### src/rtl/crc_pkg.sv
// Shared definitions for the CRC engine bus master.
// - Register offsets of the memory-mapped CRC engine relative to its base.
// - CTRL bit positions (TOT, TOTR, FXOR, WAS, TCRC).
// - Bus-master state enumeration and a helper that forces the WAS bit.
package crc_pkg;

  localparam logic [31:0] DATA_OFS  = 32'h0000_0000;
  localparam logic [31:0] GPOLY_OFS = 32'h0000_0004;
  localparam logic [31:0] CTRL_OFS  = 32'h0000_0008;

  localparam int unsigned TOT_LSB  = 30;  // TOT[31:30]
  localparam int unsigned TOTR_LSB = 28;  // TOTR[29:28]
  localparam int unsigned FXOR_BIT = 26;
  localparam int unsigned WAS_BIT  = 25;
  localparam int unsigned TCRC_BIT = 24;

  localparam logic [31:0] WAS_MASK = 32'h0000_0001 << WAS_BIT;

  typedef enum logic [2:0] {
    ST_IDLE,
    ST_W_GPOLY,
    ST_W_CSEED,
    ST_W_SEED,
    ST_W_CDATA,
    ST_STREAM,
    ST_RD,
    ST_DONE
  } state_e;

  // CTRL value with WAS forced; every other bit passes through untouched.
  function automatic logic [31:0] ctrl_with_was(input logic [31:0] ctrl, input logic was);
    return was ? (ctrl | WAS_MASK) : (ctrl & ~WAS_MASK);
  endfunction

endpackage

### src/rtl/crc_bus_master.sv
// Bus initiator for the memory-mapped CRC engine.
// Takes one job per start: programs GPOLY, writes CTRL with WAS=1, writes the
// seed, rewrites CTRL with WAS=0, streams the data words, reads the checksum
// back and returns it with a one-cycle done pulse.
// Ports:
//   clk, rst                  clock, asynchronous active-high reset
//   start                     job request, sampled only in IDLE
//   cfg_ctrl/gpoly/seed       job configuration, captured at start
//   in_valid/in_data/in_last  data word stream; in_ready accepts a word
//   busy, done, result        job status, completion pulse, checksum (held)
//   Sel, RW, addr, data_wr    registered bus outputs (RW: 1=write, 0=read)
//   data_rd                   bus read data from the responder
module crc_bus_master
  import crc_pkg::*;
#(
  parameter logic [31:0] BASE_ADDR = 32'h4003_2000,
  parameter int unsigned DW        = 32
) (
  input  logic          clk,
  input  logic          rst,
  input  logic          start,
  input  logic [DW-1:0] cfg_ctrl,
  input  logic [DW-1:0] cfg_gpoly,
  input  logic [DW-1:0] cfg_seed,
  input  logic          in_valid,
  input  logic [DW-1:0] in_data,
  input  logic          in_last,
  output logic          in_ready,
  output logic          busy,
  output logic          done,
  output logic [DW-1:0] result,
  output logic          Sel,
  output logic          RW,
  output logic [31:0]   addr,
  output logic [DW-1:0] data_wr,
  input  logic [DW-1:0] data_rd
);

  state_e        state_q, state_d;
  logic [DW-1:0] ctrl_q, ctrl_d;
  logic [DW-1:0] gpoly_q, gpoly_d;
  logic [DW-1:0] seed_q, seed_d;
  logic          sel_q, sel_d;
  logic          rw_q, rw_d;
  logic [31:0]   addr_q, addr_d;
  logic [DW-1:0] data_wr_q, data_wr_d;
  logic          in_ready_q, in_ready_d;
  logic          busy_q, busy_d;
  logic          done_q, done_d;
  logic [DW-1:0] result_q, result_d;

  // The bus outputs are registered, so each arm computes the bus cycle of the
  // state being entered. In STREAM, in_ready_q=0 marks the final data write
  // cycle after the in_last word was accepted.
  always_comb begin
    state_d    = state_q;
    ctrl_d     = ctrl_q;
    gpoly_d    = gpoly_q;
    seed_d     = seed_q;
    sel_d      = 1'b0;
    rw_d       = 1'b0;
    addr_d     = '0;
    data_wr_d  = '0;
    in_ready_d = 1'b0;
    busy_d     = busy_q;
    done_d     = 1'b0;
    result_d   = result_q;

    case (state_q)
      ST_IDLE: begin
        if (start) begin
          ctrl_d    = cfg_ctrl;
          gpoly_d   = cfg_gpoly;
          seed_d    = cfg_seed;
          busy_d    = 1'b1;
          state_d   = ST_W_GPOLY;
          sel_d     = 1'b1;
          rw_d      = 1'b1;
          addr_d    = BASE_ADDR + GPOLY_OFS;
          data_wr_d = cfg_gpoly;
        end
      end
      ST_W_GPOLY: begin
        state_d   = ST_W_CSEED;
        sel_d     = 1'b1;
        rw_d      = 1'b1;
        addr_d    = BASE_ADDR + CTRL_OFS;
        data_wr_d = ctrl_with_was(ctrl_q, 1'b1);
      end
      ST_W_CSEED: begin
        state_d   = ST_W_SEED;
        sel_d     = 1'b1;
        rw_d      = 1'b1;
        addr_d    = BASE_ADDR + DATA_OFS;
        data_wr_d = seed_q;
      end
      ST_W_SEED: begin
        state_d   = ST_W_CDATA;
        sel_d     = 1'b1;
        rw_d      = 1'b1;
        addr_d    = BASE_ADDR + CTRL_OFS;
        data_wr_d = ctrl_with_was(ctrl_q, 1'b0);
      end
      ST_W_CDATA: begin
        state_d    = ST_STREAM;
        in_ready_d = 1'b1;
      end
      ST_STREAM: begin
        if (in_ready_q) begin
          in_ready_d = 1'b1;
          if (in_valid) begin
            sel_d      = 1'b1;
            rw_d       = 1'b1;
            addr_d     = BASE_ADDR + DATA_OFS;
            data_wr_d  = in_data;
            in_ready_d = !in_last;
          end
        end else begin
          state_d = ST_RD;
          sel_d   = 1'b1;
          rw_d    = 1'b0;
          addr_d  = BASE_ADDR + DATA_OFS;
        end
      end
      ST_RD: begin
        result_d = data_rd;
        done_d   = 1'b1;
        busy_d   = 1'b0;
        state_d  = ST_DONE;
      end
      ST_DONE: begin
        state_d = ST_IDLE;
      end
      default: begin
        state_d = ST_IDLE;
      end
    endcase
  end

  always_ff @(posedge clk or posedge rst) begin
    if (rst) begin
      state_q    <= ST_IDLE;
      ctrl_q     <= '0;
      gpoly_q    <= '0;
      seed_q     <= '0;
      sel_q      <= 1'b0;
      rw_q       <= 1'b0;
      addr_q     <= '0;
      data_wr_q  <= '0;
      in_ready_q <= 1'b0;
      busy_q     <= 1'b0;
      done_q     <= 1'b0;
      result_q   <= '0;
    end else begin
      state_q    <= state_d;
      ctrl_q     <= ctrl_d;
      gpoly_q    <= gpoly_d;
      seed_q     <= seed_d;
      sel_q      <= sel_d;
      rw_q       <= rw_d;
      addr_q     <= addr_d;
      data_wr_q  <= data_wr_d;
      in_ready_q <= in_ready_d;
      busy_q     <= busy_d;
      done_q     <= done_d;
      result_q   <= result_d;
    end
  end

  assign Sel      = sel_q;
  assign RW       = rw_q;
  assign addr     = addr_q;
  assign data_wr  = data_wr_q;
  assign in_ready = in_ready_q;
  assign busy     = busy_q;
  assign done     = done_q;
  assign result   = result_q;

endmodule

### config.mk
export PLATFORM = sky130hd
export DESIGN_NAME = crc_bus_master
export DESIGN_NICKNAME = d
export VERILOG_FILES = /design/src/rtl/crc_pkg.sv /design/src/rtl/crc_bus_master.sv
export SDC_FILE = /design/constraint.sdc
export NUM_CORES = 1
export LEC_CHECK = 0
export CAP_MARGIN = 20
export CORE_ASPECT_RATIO = 0.8
export CORE_UTILIZATION = 35
export DETAILED_ROUTE_END_ITERATION = 12
export PLACE_DENSITY = 0.73
export SYNTH_ARGS = -nofsm -noshare
export SYNTH_HDL_FRONTEND = slang
export SYNTH_SLANG_ARGS = --single-unit
export TNS_END_PERCENT = 100
### constraint.sdc
create_clock -name clk -period 9.83 [get_ports clk]
set_input_delay 2.949 -clock clk [delete_from_list [all_inputs] [get_ports clk]]
set_output_delay 2.949 -clock clk [all_outputs]
set_load 0.03 [all_outputs]
# --- Word level (Yosys, flattened, before mapping) ---
# Index checks and enable logic that the tools add are counted.
word_totals:
  regBits: 168
  elab_cells: 51
  out_inout_bits: 101
op_classes:
  eq_ne: 9
  n_mux: 23
  reduce_logical: 8
op_table:
  columns: ["cell", "n"]
  rows:
  - ["32-bit one-hot mux with 5 select lines", 1]
  - ["32-bit two-way mux", 4]
  - ["32-bit one-hot mux with 4 select lines", 1]
  - ["31-bit two-way mux", 2]
  - ["3-bit one-hot mux with 8 select lines", 1]
  - ["3-bit equality test (second input constant)", 4]
  - ["1-bit two-way mux", 8]
  - ["3-bit by 2-bit equality test with 1-bit output (second input constant)", 2]
  - ["3-bit two-way mux", 2]
  - ["1-bit one-hot mux with 3 select lines", 2]
  - ["2-bit AND reduction", 3]
  - ["2-bit inequality test (second input constant)", 2]
  - ["1-bit one-hot mux with 2 select lines", 2]
  - ["3-bit by 1-bit equality test with 1-bit output (second input constant)", 1]
  - ["3-bit zero test", 1]
  - ["3-bit OR reduction", 1]
  - ["2-bit nonzero test", 1]
  - ["2-bit OR reduction", 1]
  - ["1-bit zero test", 1]

# --- Longest topological paths before layout ---
# Gate-level depths: netlist of the first run.
depth:
  depth_word: 4
  mapped_depth: 7
  ltp_nobuf: 5

# --- Least setup slack after synthesis of the first run ---
# No wires, ideal clock.
synth_path:
  kind: "in2reg"
  start: "input start"
  end: "register ctrl_q[0]"
  path_buffers: 3
  slack_ns: 5.817
  t_required_ns: 9.705
  t_arrival_ns: 3.888
  path_stages: 5
  path_cell_list: "buf_2 > and3b_1 > buf_6 > buf_6 > mux2_4"
synth_via:
  elab_chain_cells: 1
synth_rtl:
  columns: ["item", "line", "source"]
  rows:
  - ["from (decl)", "crc_bus_master.sv:21", "input logic start,"]
  - ["2-bit AND reduction (no source line)", null, null]
  - ["to (signal assigned)", "crc_bus_master.sv:156", "ctrl_q <= ctrl_d;"]
  - ["to (decl)", "crc_bus_master.sv:40", "logic [DW-1:0] ctrl_q, ctrl_d;"]
# Every way passes these cells.
# A chain may end at the register's enable or synchronous reset.

# --- Worst setup path after layout of the first run ---
layout_path:
  start: "input start"
  end: "register data_wr_q[28], in the netlist data_wr[28]"
layout_via:
  elab_chain_cells: 2
layout_rtl:
  columns: ["item", "line", "source"]
  rows:
  - ["32-bit two-way mux", "crc_bus_master.sv:71", "if (start) begin"]
  - ["32-bit one-hot mux with 5 select lines", "crc_bus_master.sv:69", "case (state_q)"]
  - ["named net data_wr_d[28]", "crc_bus_master.sv:46", "logic [DW-1:0] data_wr_q, data_wr_d;"]
  - ["to (signal assigned)", "crc_bus_master.sv:162", "data_wr_q <= data_wr_d;"]
  - ["to (decl)", "crc_bus_master.sv:46", null]
# The timed path passes the listed nets, and every way through them passes these cells.

==> flow_summary.toml, run 1 <==
[final_layout]
fin_area_mm2 = 0.00933
stdcell_count = 927
nets = 859
drive_above_1_share_pct = 20.1
diodes = 0
final_common_cell = "clkdlybuf4s50_1"
final_cell_mix = "clkdlybuf4s50_1 (238), dfrtp_1 (138), mux2_4 (60)"
fin_util_pct = 53.4
syn_to_final_growth_pct = 48.0

[clocking]
htree_levels = 4
cts_tree = "built"
clockBufferDepth = 2
ctsResizeCount = 0
cts_buffers = 17
clk_pin_slew_ns = 0.06
worst_skew_pair.late_latency_ns = 0.42
cts_hold_buf = 0
postCtsSetupRepairBufs = 0
cts.sinks = 138
clockRootBuffer = "clkbuf_16"

[drt]
wirelength_mm = 17.0
drt_iter0_drc = 317
vias_per_cell = 4.96
wl_per_cell_um = 18.4
firstDrtPassIters = 9
final_antenna_net_count = 0
num_vias = 4596
drcViolationCount = 27

[setup_path]
slowest_delay_ns = 0.75
crit_type = "in2reg"
cp_cell_sequence = "clkdlybuf4s50_1, buf_4, and3b_4, buf_4, a22oi_1, a21oi_1"
cp_slowest_cell = "and3b_4"
path_buf_inv = 3
crit_path_max_fanout = 43
reg2reg_to = "data_wr[28]$_DFF_PP0_"
critPathTopFamily = "buffers and inverters"
cpMostUsedCell = "buf_4"
required_ns = 10.17
critPathArrivalTime_ns = 5.64
r2r-start = "state_q[1]$_DFFE_PP0P_"
crit_path_start_kind = "input pin"
reg2reg_depth = 6
cp-end-kind = "flip-flop"
cp-startpoint = "start"
r2r_slack_ns = 7.02

[synthesis]
ys_top_cells_by_area = "dfrtp_1 (55%), mux2_4 (14%), mux2_2 (6.3%), buf_4 (3.6%), a222oi_1 (2.4%)"
yosys_warnings = 0
synthMuxAreaShare_pct = 20.9
yosysSeqAreaShare_pct = 54.8
synth_edf_count = 0
synth_compound_gate_area_share_pct = 12.7
synthCells = 465
ys.flop_type = "dfrtp_1"
synth_xor_area_share_pct = 0
ys_types = 35
ys_async_sr_fraction_pct = 100
yosysTopAreaCell = "dfrtp_1"
synthAdderAreaFrac_pct = 0.794
synth-seq-cells = 138
netlist_area_mm2 = 0.00630
synth.top_cell.area_share_pct = 54.8
avgSynthCellArea_um2 = 13.6
synthSimpleGateAreaFrac_pct = 3.14
synth_top_family_by_area = "multiplexers"

[sta]
slew-limit-headroom_pct = 27.8
rsz0062_at_grt = "no"
period_minus_slack_ns = 5.30
hold_viol = 0
fmax_mhz = 189
final.setup.tns_ns = 0
finalCritPeriodShare_pct = 54.0
drv_slew = 0
skew_ns = 0.0123
setup_viol = 0
worst_pin_slew_ns = 1.08

[run_status]
status = "complete, but fails checks"
failed_checks = "DRC"

[floorplan]
coreArea_mm2 = 0.0175
start_util_pct = 36.1
dieHeight_um = 122
die-area_mm2 = 0.0186
die_w_um = 152
num_rows = 43
ios = 266

[pwr]
ir_worst_vdd_mv = 0.161
cellLeakagePower_nw = 3.95
power.density_mw_per_mm2 = 324
p_total_mw = 3.02

[placed_design]
port_buffers = 238
dp_hpwl_mm = 11.3
dp_cells = 896
place.gp.congestion = 0.764
placed_area_mm2 = 0.00870

[worst_hold_path]
hold_start = "busy$_DFFE_PP0P_"
hold_end = "busy$_DFFE_PP0P_"
holdPathStages = 1
hold_class = "reg2reg"

[global_routing]
antenna_found_initial = 0
grt_max_degree = 73
overflow = 0
grt_pass1_wl_mm = 26.6
grt_usage_pct = 18.6
grt_pass1_vias = 4937

[run]
drv_cap = 0
## synthesized netlist by cell type (all sizes together) (2+ instances only)
| library cell | n |
|---|---|
| dfrtp | 138 |
| mux2 | 96 |
| buf | 59 |
| nand2 | 20 |
| nor2 | 19 |
| a21oi | 18 |
| o21ai | 18 |
| a21o | 17 |
| a22oi | 16 |
| a222oi | 15 |
| a32o | 15 |
| clkbuf | 7 |
| ha | 4 |
| inv | 4 |
| a2bb2oi | 2 |
| nand3 | 2 |
| nor2b | 2 |
| o21ba | 2 |
## worst reg2reg max path, delay by kind of cell (launching register included)
| kind | cells | cell delay [ns] |
|---|---|---|
| compound gates | 2 | 0.46 |
| fa+ha+maj | 1 | 0.21 |
| buf+inv | 2 | 0.92 |
| flops | 1 | 0.43 |
| simple gates | 1 | 0.70 |
## flip-flops by register name, indices dropped and copies added, names as in the netlist
signal,count
Sel,1
seed_q,32
RW,1
in_ready,1
result,32
state_q,3
busy,1
data_wr,32
ctrl_q,31
addr,3
done,1
## per-stage QoR
stage                     setup WS (ns)  hold WS, ns
after global routing               4.37        0.512
final                              4.53        0.487
after floorplan                    3.18        0.458
after detailed placement           4.08        0.475
after global placement             4.16        0.466
after CTS                          4.51        0.489
## power by group
part | switching (mW) | internal [mW]
registers | 0.132 | 0.824
clock network | 0.248 | 0.444
logic | 0.693 | 0.683
total | 1.07 | 1.95
## final cells by class
class / instances / area, um^2
sequential: 138 / 3450
inverter: 5 / 23.8
tap: 225 / 282
multi-input combinational: 281 / 2490
timing repair buffer: 247 / 2450
clock inverter: 10 / 166
fill: 1456 / 8150
clock buffer: 21 / 470
## logic make-up (layout without fill, tap and decap cells)
| logic type | after synthesis | count (layout) |
|---|---|---|
| flip-flops | 138 | 138 |
| AO/OA/AOI/OAI | 107 | 107 |
| multiplexers | 97 | 97 |
| buffers and inverters | 71 | 283 |
| AND/OR/NAND/NOR | 47 | 47 |
| adder cells (fa/ha/maj) | 4 | 4 |
| other | 1 | 26 |
## routing by layer
layer / vias to the layer above / global-route usage, % / routed length (um)
li1: 2081 / - / -
met1: 2319 / 23.5 / 7470
met2: 177 / 31.1 / 8360
met3: 19 / 5.27 / 992
met4: 0 / 5.87 / 195
met5: - / 0 / 0
## how the worst max path moves through the flow
stage / endpoint / slack (ns) / depth (start not counted)
floorplan: RW$_DFF_PP0_ / 3.18 / 1
global placement: data_wr[19]$_DFF_PP0_ / 4.16 / 6
detailed placement: data_wr[28]$_DFF_PP0_ / 4.08 / 6
CTS: data_wr[28]$_DFF_PP0_ / 4.51 / 6
global route: data_wr[28]$_DFF_PP0_ / 4.37 / 6
finish: data_wr[28]$_DFF_PP0_ / 4.53 / 6
(Power assumes the default switching activity.)
==> inputs of run 2 (changes only) <==
Settings changed: PLACE_DENSITY 0.73 to 0.76.
Clock period 9.83 ns to 4.7 ns, I/O delays scaled along.
==> run 2 against run 1 <==
  * Total power grew 110%
  * Routed wire length down 0.78%
  * The flow still finishes with violations (DRC)
  * Critical path type unchanged
  * Clock skew down 0.0050 ns
  * First-iteration DRC count shrank 1.9%
  * Sequential share of layout area is essentially flat
==> flow_summary.toml, run 2 (synthesis gave the netlist of run 1 again) <==
[setup_path]
cp_slowest_cell = "and3b_4"
crit_type = "in2reg"
required_ns = 4.99
critPathArrivalTime_ns = 3.58
slowest_delay_ns = 0.63
cp_cell_sequence = "clkdlybuf4s50_1, buf_4, and3b_4, buf_12, mux2_1"
cp-startpoint = "start"
r2r-start = "state_q[1]$_DFFE_PP0P_"
cp-end-kind = "flip-flop"
critPathTopFamily = "buffers and inverters"
reg2reg_depth = 5
path_buf_inv = 3
reg2reg_to = "seed_q[9]$_DFFE_PP0N_"
crit_path_max_fanout = 42
crit_path_start_kind = "input pin"
r2r_slack_ns = 1.60

[final_layout]
nets = 858
final_common_cell = "clkdlybuf4s50_1"
diodes = 0
syn_to_final_growth_pct = 47.9
drive_above_1_share_pct = 19.8
stdcell_count = 926
seq_area_mm2 = 0.00345
multi_input_area_mm2 = 0.00249
final_cell_mix = "clkdlybuf4s50_1 (238), dfrtp_1 (138), mux2_4 (60)"
nFillCells = 1437

[global_routing]
grt_usage_pct = 18.5
grt-busiest-layer = "met2"
grt_pass1_wl_mm = 26.4
met2_usage_pct = 30.8
grt_use_met1_pct = 24.0
grt_pass1_vias = 4889
antenna_found_initial = 0
overflow = 0
use_met3_pct = 4.13
grt_max_degree = 139

[clocking]
clockBufferDepth = 2
clk_pin_slew_ns = 0.06
ctsResizeCount = 0
htree_levels = 4
cts_hold_buf = 0
worst_skew_pair.late_latency_ns = 0.40
clockRootBuffer = "clkbuf_16"
postCtsSetupRepairBufs = 0
cts_tree = "built"
cts.sinks = 138
cts_buffers = 17

[sta]
skew_ns = 0.00724
hold_viol = 0
rsz0062_at_grt = "no"
slew-limit-headroom_pct = 28.3
fmax_mhz = 304
setup_viol = 0
final.setup.tns_ns = 0
worst_pin_slew_ns = 1.08
drv_slew = 0
period_minus_slack_ns = 3.29
finalCritPeriodShare_pct = 70.0

[placed_design]
place.gp.congestion = 0.824
dp_cells = 894
port_buffers = 238
dp_hpwl_mm = 11.3

[floorplan]
coreArea_mm2 = 0.0175
die_w_um = 152
dieHeight_um = 122
start_util_pct = 36.1
ios = 266
num_rows = 43
die-area_mm2 = 0.0186

[run_status]
failed_checks = "DRC"
status = "complete, but fails checks"

[worst_hold_path]
hold_start = "busy$_DFFE_PP0P_"
holdPathStages = 1
hold_class = "reg2reg"
hold_end = "busy$_DFFE_PP0P_"

[pwr]
cellLeakagePower_nw = 3.94
ir_worst_vdd_mv = 0.355
power.density_mw_per_mm2 = 673

[drt]
firstDrtPassIters = 9
drcViolationCount = 30
num_vias = 4573
wirelength_mm = 16.9
final_antenna_net_count = 0
wl_per_cell_um = 18.2
drt_iter0_drc = 311
vias_per_cell = 4.94

[run]
drv_cap = 0
[run 2: cell count changes in the layout (fill, tap and decap cells not counted), sizes merged]
cell	delta
buf	-1
bufinv	-1
clkbuf	-1
clkinv	+1
clkinvlp	+1
[run 2: how the worst max path moves through the flow]
stage | end | slack [ns] | cells past startpoint
2_1_floorplan | RW$_DFF_PP0_ | 1.57 | 1
3_3_place_gp | seed_q[8]$_DFFE_PP0N_ | 1.04 | 5
3_5_place_dp | seed_q[7]$_DFFE_PP0N_ | 1.02 | 5
4_1_cts | seed_q[9]$_DFFE_PP0N_ | 1.45 | 5
5_1_grt | data_wr[31]$_DFF_PP0_ | 1.36 | 6
6_report | seed_q[9]$_DFFE_PP0N_ | 1.41 | 5
[run 2: routing by layer]
layer	up-vias	routed length [um]
met5	-	0
met4	0	193
met3	13	822
met2	162	8380
met1	2318	7480
li1	2080	-
[run 2: metrics by stage]
stage | setup WS, ns | hold WS (ns) | utilization, % | instance area, um^2 | total power, mW
6_report | 1.41 | 0.486 | 53.3 | 9330 | 6.28
5_1_grt | 1.36 | 0.508 | 53.3 | 9330 | 6.61
4_1_cts | 1.45 | 0.488 | 53.2 | 9300 | 6.28
3_5_place_dp | 1.02 | 0.475 | 49.8 | 8700 | 4.89
3_3_place_gp | 1.04 | 0.465 | 49.8 | 8700 | 4.80
2_1_floorplan | 1.57 | 0.458 | - | 6400 | 3.95
[run 2: worst reg2reg max path, stage by stage (launching register included)]
cell and delay [ns]:
dfrtp_1 0.43, inv_1 0.17, ha_1 0.90, and3b_4 0.73, buf_12 0.37, mux2_1 0.39
[run 2: layout make-up]
| cell class | count | share of cell area [%] |
|---|---|---|
| flip-flops and latches | 138 | 37.0 |
| multi-input cells | 281 | 26.7 |
| repair buffers | 246 | 26.7 |
| clock buffers | 20 | 4.79 |
| well taps | 225 | 3.02 |
| clock inverters | 11 | 1.57 |
| inverters | 5 | 0.242 |
[run 2: report_power, final]
part | switching [mW] | leakage (nW) | total [mW] | internal [mW]
registers | 0.297 | 1.70 | 2.02 | 1.72
clock network | 0.507 | 0.286 | 1.35 | 0.846
logic | 1.44 | 1.96 | 2.90 | 1.46
